File: src/rtl/stack_mips_core.sv
// Multi-cycle 8-bit stack processor: control FSM, 32-byte unified memory, 16-entry stack.
// ALU ops take 5-6 cycles, PUSH takes 4, POP/JMP/JZ take 3. load_en idles the core and writes memory.
module stack_mips_core #(
  parameter int STACK_DEPTH = 16,
  parameter int MEM_WORDS   = 32
) (
  input  logic                                   clk,
  input  logic                                   rst,
  input  logic                                   load_en,
  input  logic [$clog2(MEM_WORDS)-1:0]           load_addr,
  input  logic [7:0]                             load_data,
  output logic [$clog2(MEM_WORDS)-1:0]           pc,
  output logic [7:0]                             ir,
  output logic [7:0]                             tos_data,
  output logic [$clog2(STACK_DEPTH+1)-1:0]       depth
);
  localparam int AW = $clog2(MEM_WORDS);
  localparam int DW = $clog2(STACK_DEPTH + 1);
  localparam int SW = $clog2(STACK_DEPTH);

  typedef enum logic [3:0] {
    S_IF, S_ID, S_POPA, S_POPB, S_EXEC, S_PUSHR,
    S_MEMRD, S_PUSHM, S_WR, S_JMPS, S_BR
  } state_e;

  logic [7:0]    mem_q [MEM_WORDS];
  logic [7:0]    stk_q [STACK_DEPTH];
  state_e        state_q;
  logic [AW-1:0] pc_q;
  logic [7:0]    ir_q, a_q, b_q, alu_q, mdr_q;
  logic [DW-1:0] depth_q, depth_d;
  logic [7:0]    alu_d, tos, push_val;
  logic [SW-1:0] top_idx;
  logic          empty, full, push_en, pop_en;

  assign empty    = (depth_q == '0);
  assign full     = (depth_q == DW'(STACK_DEPTH));
  assign top_idx  = SW'(depth_q - 1'b1);
  // An empty stack reads as zero for pops, JZ and the tos port alike.
  assign tos      = empty ? 8'h00 : stk_q[top_idx];
  assign push_en  = !load_en && (state_q == S_PUSHR || state_q == S_PUSHM);
  assign pop_en   = !load_en && (state_q == S_POPA || state_q == S_POPB || state_q == S_WR);
  assign push_val = (state_q == S_PUSHR) ? alu_q : mdr_q;

  always_comb begin
    depth_d = depth_q;
    if (push_en && !full)
      depth_d = depth_q + 1'b1;
    else if (pop_en && !empty)
      depth_d = depth_q - 1'b1;
  end

  always_comb begin
    alu_d = 8'h00;
    case (ir_q[6:5])
      2'b00:   alu_d = b_q + a_q;
      2'b01:   alu_d = b_q - a_q;
      2'b10:   alu_d = b_q & a_q;
      default: alu_d = ~a_q;
    endcase
  end

  // Memory and stack contents survive reset; only depth is cleared.
  always_ff @(posedge clk) begin
    if (load_en)
      mem_q[load_addr] <= load_data;
    else if (state_q == S_WR)
      mem_q[ir_q[AW-1:0]] <= tos;
  end

  always_ff @(posedge clk) begin
    if (push_en && !full)
      stk_q[SW'(depth_q)] <= push_val;
  end

  always_ff @(posedge clk or negedge rst) begin
    if (!rst) begin
      state_q <= S_IF;
      pc_q    <= '0;
      ir_q    <= '0;
      a_q     <= '0;
      b_q     <= '0;
      alu_q   <= '0;
      mdr_q   <= '0;
      depth_q <= '0;
    end else if (load_en) begin
      state_q <= S_IF;
    end else begin
      depth_q <= depth_d;
      case (state_q)
        S_IF: begin
          ir_q    <= mem_q[pc_q];
          pc_q    <= pc_q + 1'b1;
          state_q <= S_ID;
        end
        S_ID: begin
          case (ir_q[7:5])
            3'b000, 3'b001, 3'b010, 3'b011: state_q <= S_POPA;
            3'b100:  state_q <= S_MEMRD;
            3'b101:  state_q <= S_WR;
            3'b110:  state_q <= S_JMPS;
            default: state_q <= S_BR;
          endcase
        end
        S_POPA: begin
          a_q     <= tos;
          state_q <= (ir_q[7:5] == 3'b011) ? S_EXEC : S_POPB;
        end
        S_POPB: begin
          b_q     <= tos;
          state_q <= S_EXEC;
        end
        S_EXEC: begin
          alu_q   <= alu_d;
          state_q <= S_PUSHR;
        end
        S_MEMRD: begin
          mdr_q   <= mem_q[ir_q[AW-1:0]];
          state_q <= S_PUSHM;
        end
        S_JMPS: begin
          pc_q    <= ir_q[AW-1:0];
          state_q <= S_IF;
        end
        S_BR: begin
          if (tos == 8'h00)
            pc_q <= ir_q[AW-1:0];
          state_q <= S_IF;
        end
        default: state_q <= S_IF;
      endcase
    end
  end

  assign pc       = pc_q;
  assign ir       = ir_q;
  assign tos_data = tos;
  assign depth    = depth_q;
endmodule

File: config.mk
export PLATFORM = sky130hd
export DESIGN_NAME = stack_mips_core
export DESIGN_NICKNAME = d
export VERILOG_FILES = /design/src/rtl/stack_mips_core.sv
export SDC_FILE = /design/constraint.sdc
export NUM_CORES = 1
export LEC_CHECK = 0
export BUFFER_PORTS_ARGS = -buffer_cell sky130_fd_sc_hd__buf_2
export CAP_MARGIN = 15
export CORE_UTILIZATION = 60
export CTS_BUF_LIST = sky130_fd_sc_hd__clkbuf_16
export DETAILED_ROUTE_END_ITERATION = 10
export PLACE_DENSITY = 0.88
export SKIP_LAST_GASP = 1
export SYNTH_ARGS = -nofsm -noshare
export SYNTH_HDL_FRONTEND = slang
export SYNTH_SLANG_ARGS = --single-unit
File: constraint.sdc
create_clock -name clk -period 3.9 [get_ports clk]
set_input_delay 0.39 -clock clk [delete_from_list [all_inputs] [get_ports clk]]
set_output_delay 0.39 -clock clk [all_outputs]
set_load 0.02 [all_outputs]
[Word level (Yosys, flattened, before mapping)]
Memories as Yosys holds them, arrays and structs flattened. A register that Yosys moved wholly into a read port is not among the register bits.
Cells that the tools add are included.
Cells by class
  bitwise logic cells: 3
  equal/unequal tests: 20
  $lt $le $gt $ge: 0
  multiplexer cells: 21
  shift operators: 0
  div/mod/pow operators: 0
  multipliers: 0
  reduce and logical (&&, ||, !) cells: 28
  add/subtract/negate cells: 5
Operator list (number)
  8-bit two-way mux: 3
  4-bit case mux with 6 select lines: 1
  8-bit case mux with 3 select lines: 1
  5-bit two-way mux: 4
  4-bit by 3-bit == test with 1-bit output, second input constant: 4
  4-bit case mux with 4 select lines: 1
  5-bit case mux with 3 select lines: 1
  4-bit == test, second input constant: 3
  2-bit AND reduction: 6
  5-bit by 1-bit adder with 5-bit output, second input constant: 2
  3-bit == test, second input constant: 3
  8-bit adder: 1
  8-bit AND: 1
  4-bit by 2-bit == test with 1-bit output, second input constant: 2
  8-bit logical NOT: 1
  1-bit two-way mux: 8
  8-bit NOT: 1
  8-bit OR reduction: 1
  8-bit subtractor: 1
  3-bit by 2-bit == test with 1-bit output, second input constant: 2
  5-bit == test, second input constant: 1
  1-bit logical NOT: 5
  5-bit logical NOT: 1
  5-bit by 1-bit subtractor with 5-bit output, second input constant: 1
  17 further kinds: 22
Word-level totals
  ROM bits: 0
  bits in writable memories: 384
  memories: 2
  latch bits: 0
  register bits: 38
  input bits: 16
Memories
  mem_q: depth 32, width 8, rd ports 2, clocked after Yosys merged registers in 2, wr ports 1, RTL line 26  | logic [7:0] mem_q [MEM_WORDS];
  stk_q: depth 16, width 8, rd ports 1, clocked after Yosys merged registers in 0, wr ports 1, RTL line 27  | logic [7:0] stk_q [STACK_DEPTH];

[Logic depth before layout (Yosys ltp)]
  depth in word-level cells: 7
  mapped depth: 16

[Least setup slack after synthesis]
No wires, ideal clock.
  path kind: reg-to-reg
  from: reg depth_q[0], in the netlist depth[0]
  to: mem mem_q[0][3], data pin
  setup slack: -49 ps
  cell stages (with the launch flop): 11
  arrival: 3671 ps
  setup time: 278 ps
  path through: dfrtp_1 -> buf_6 -> buf_12 -> buf_2 -> inv_1 -> ha_1 -> xor2_2 -> mux4_1 -> a211oi_1 -> nand2_1 -> nand2_1
Between the ends
  word-level cells in the longest chain between the ends: 4
RTL lines
  from (decl): RTL line 31  | logic [DW-1:0] depth_q, depth_d;
  from (signal assigned): RTL line 89  | depth_q <= depth_d;
  5-bit by 1-bit subtractor with 5-bit output
  memory 16 x 8 bit
  8-bit two-way mux *: RTL line 40  | assign tos = empty ? 8'h00 : stk_q[top_idx];
  via tos_data[3]: RTL line 14  | output logic [7:0] tos_data,
  8-bit two-way mux (no source line) *
  to (decl): RTL line 26
Mark *: on every way through the listed nets, which the timed path passes. The rest lies on a longest branch.

[Worst setup path after layout]
  from: reg depth_q[1], in the netlist depth[1]
  to: out tos_data[3]
Between the ends
  word-level cells in the longest chain between the ends: 3
RTL lines (RTL line)
  5-bit by 1-bit subtractor with 5-bit output
  memory 16 x 8 bit
  8-bit two-way mux *: 40
  to (decl): 14
Mark *: on every way between the ends. The rest lies on a longest branch, timed or not.

==> metrics.cfg <==
[outcome]
status=complete, no violations

[floorplan]
die_x_um=187
std_cell_rows=67
core_area_mm2=0.0335
die-area_mm2=0.0349
io-pin-count=42
dieHeight_um=187
start_util=0.611

[sta]
rsz0062_at_grt=no
drv_slew=0
timing.final.crit_share=0.979
hold_violations=0
finalSetupViolCount=0
worst-slew-pin-transition_ns=1.14
skew_ns=0.0333
fmax_ghz=0.262
relSlewSlack=0.242
period_minus_slack_ns=3.82
tns_ns=0

[logic_synthesis]
synth_top_family_by_area=multiplexers
synth-xor-area-share=0.0101
yosys-top-cells-count=384 x edfxtp_1, 179 x mux4_2, 81 x nand2_1
synth_fa_ha_area_frac=0.0101
synth-compound-area-share=0.0291
synthArstFlopShare=0.123
ys_seq_area_frac=0.629
avgSynthCellArea_um2=17.6
dominantRegCellSynth=edfxtp_1
synth_most_common_cell=edfxtp_1
synthSimpleGateAreaFrac=0.0584
synth.distinct_cells=62
yosysTopAreaCellShare=0.563
synth_edf_count=384
synth_top_area_cell=edfxtp_1
synth_area_mm2=0.0205
synth_mux_area_frac=0.243
synthesis.nets=1198
synth_area_leaders=edfxtp_1 56%, mux4_2 20%, dfrtp_1 6.6%, mux2i_1 2.0%, nand2_1 1.5%
synthCells=1166
ys_seq_elements=438
synth-warning-count=0

[place]
place.gp.congestion=0.918
place_area_mm2=0.0214
port_buffers=41
dp_cells=1639
dpl.hpwl_um=32200

[hold_path]
hp-start=load_en
hold_depth=2
hold_class=in2reg
hold_path_end=state_q[3]

[clocking]
clk_pin_slew_ns=0.07
cts_buffer_depth=3
tritoncts=done
cts_root_buffer=clkbuf_16
clock-sinks=438
numCtsBuffers=43
clkLatencyLatePin_ns=0.57
htree_levels=2
post_cts_buffers=0

[drt]
drc=0
routed_wl_um=52200
routed_via_density=7.12
wl_met2_um=24800
ant_nets=0
highest_layer=met5
num_vias=12300
wl_met3_um=6210
drt_iter0_drc=2075
post_drt_wl_per_cell_um=30.4
drt_pass1_iterations=5
drt-met1-wl_um=18500

[cells_and_area]
final_layout_size_suffix_gt1_frac=0.297
nFillCells=2019
fin_nets=1271
layoutNonFillerInstCount=1720
area_delta_synth_final_pct=10.9
seq_area_mm2=0.0129
finish.instance_area_mm2=0.0227
multi_input_area_mm2=0.00722

[worst_setup_path]
reg2reg_depth=6
crit_path_start_kind=register
r2r-end=mem_q[13][4]
cp_max_fo=26
r2r-start=state_q[0]
ff2ff_setup_slack_ns=0.12
endpoint_kind=output port
cp.arrival_ns=3.43
required_ns=3.51
path_class=reg2out

[global_routing]
grt_pass1_vias=12500
grt_pass1_wl_um=79300
grtUsageTotal=0.311
overflow=0
grt_max_degree=52
antenna_found_initial=2

[power]
leakage_nw=7.74
p_seq_frac=0.351
pwr_density_cell_mw_per_mm2=795
vdd_drop_max_mv=0.675
switching_share=0.378
p_int_w=0.0112
power_switching_w=0.00683
p_comb_frac=0.435
clkPwrFrac=0.215

[job]
cap_violations=0

-- critical path, stage by stage (launching register included) --
cell and delay (ns):
dfrtp_1 0.50, inv_1 0.14, ha_2 0.42, buf_4 0.34, mux2i_1 0.16, mux4_1 0.60
a211oi_2 0.45, buf_2 0.26
-- worst max-delay path by stage --
stage                   from           to  slack [ns]
floorplan           depth[0]  mem_q[0][3]        0.20
global placement     load_en  mem_q[5][1]        0.39
detailed placement   load_en  mem_q[1][2]        0.29
CTS                 depth[0]  tos_data[2]        0.07
global route        depth[1]  tos_data[3]       0.008
finish              depth[1]  tos_data[3]        0.08
-- flip-flops by register name (all words and copies together) (netlist names) --
signal	count
pc	5
state_q	4
mdr_q	8
a_q	8
mem_q	256
stk_q	128
b_q	8
alu_q	8
ir	8
depth	5
-- layout by cell type, fill, tap and decap left out, drive strengths merged, types with 14 or more instances in the layout --
master / netlist / layout
nor3b: 15 / 15
nor2: 65 / 65
nand2: 81 / 81
nand2b: 15 / 15
mux2i: 40 / 40
edfxtp: 384 / 384
buf: 34 / 97
dfrtp: 54 / 54
a21oi: 18 / 18
o21ai: 48 / 48
clkbuf: 36 / 44
mux2: 27 / 27
nand3: 14 / 14
clkinv: 1 / 18
inv: 16 / 30
mux4: 188 / 188
ha: 15 / 15
nor3: 16 / 16
-- cells by family (layout without fill, tap and decap cells) --
family	count (synthesis)	count (layout)
AND/OR/NAND/NOR	248	248
multiplexers	255	255
AO/OA/AOI/OAI	101	101
XOR/XNOR	21	21
buffers and inverters	87	192
adder cells (fa/ha/maj)	16	16
other	0	1
flip-flops	438	438
-- routing by layer --
| metal | vias up | track usage |
|---|---|---|
| li1 | 4879 | - |
| met3 | 200 | 0.0762 |
| met4 | 2 | 0.134 |
| met1 | 6191 | 0.424 |
| met5 | - | 0 |
| met2 | 979 | 0.484 |
-- per-stage QoR --
| stage | setup WS, ns | total power (W) | utilization | hold slack, ns |
|---|---|---|---|---|
| 4_1_cts | 0.0660 | 0.0179 | 0.676 | 0.171 |
| 3_5_place_dp | 0.293 | 0.0139 | 0.638 | 0.421 |
| 5_1_grt | 0.00817 | 0.0187 | 0.678 | 0.218 |
| 6_report | 0.0812 | 0.0181 | 0.678 | 0.209 |
| 2_1_floorplan | 0.197 | 0.0117 | - | 0.0944 |
| 3_3_place_gp | 0.386 | 0.0137 | 0.638 | 0.410 |
-- power groups by stage --
| stage | clock network, W | logic (W) | registers, W |
|---|---|---|---|
| 5_1_grt | 0.00407 | 0.00825 | 0.00640 |
| 3_5_place_dp | 0 | 0.00753 | 0.00640 |
| 4_1_cts | 0.00389 | 0.00767 | 0.00632 |
| 6_report | 0.00388 | 0.00785 | 0.00634 |
| 2_1_floorplan | 0 | 0.00578 | 0.00594 |
| 3_3_place_gp | 0 | 0.00735 | 0.00638 |
-- what timing repair did --
| item | 4_1_cts | 5_1_grt |
|---|---|---|
| gates resized for setup | 0 | 2 |
| hold buffers | 1 | 0 |
| hold endpoints to repair | 23 | 0 |
| setup endpoints to repair | 0 | 2 |
-- cell type report --
type	instances	share of cell area
multi-input cells	641	0.318
clock inverters	33	0.00826
inverters	17	0.00281
flip-flops and latches	438	0.567
well taps	448	0.0247
clock buffers	44	0.0485
repair buffers	98	0.0307
diodes	1	0.000110
Note: power is estimated with default switching activity, not from simulation.
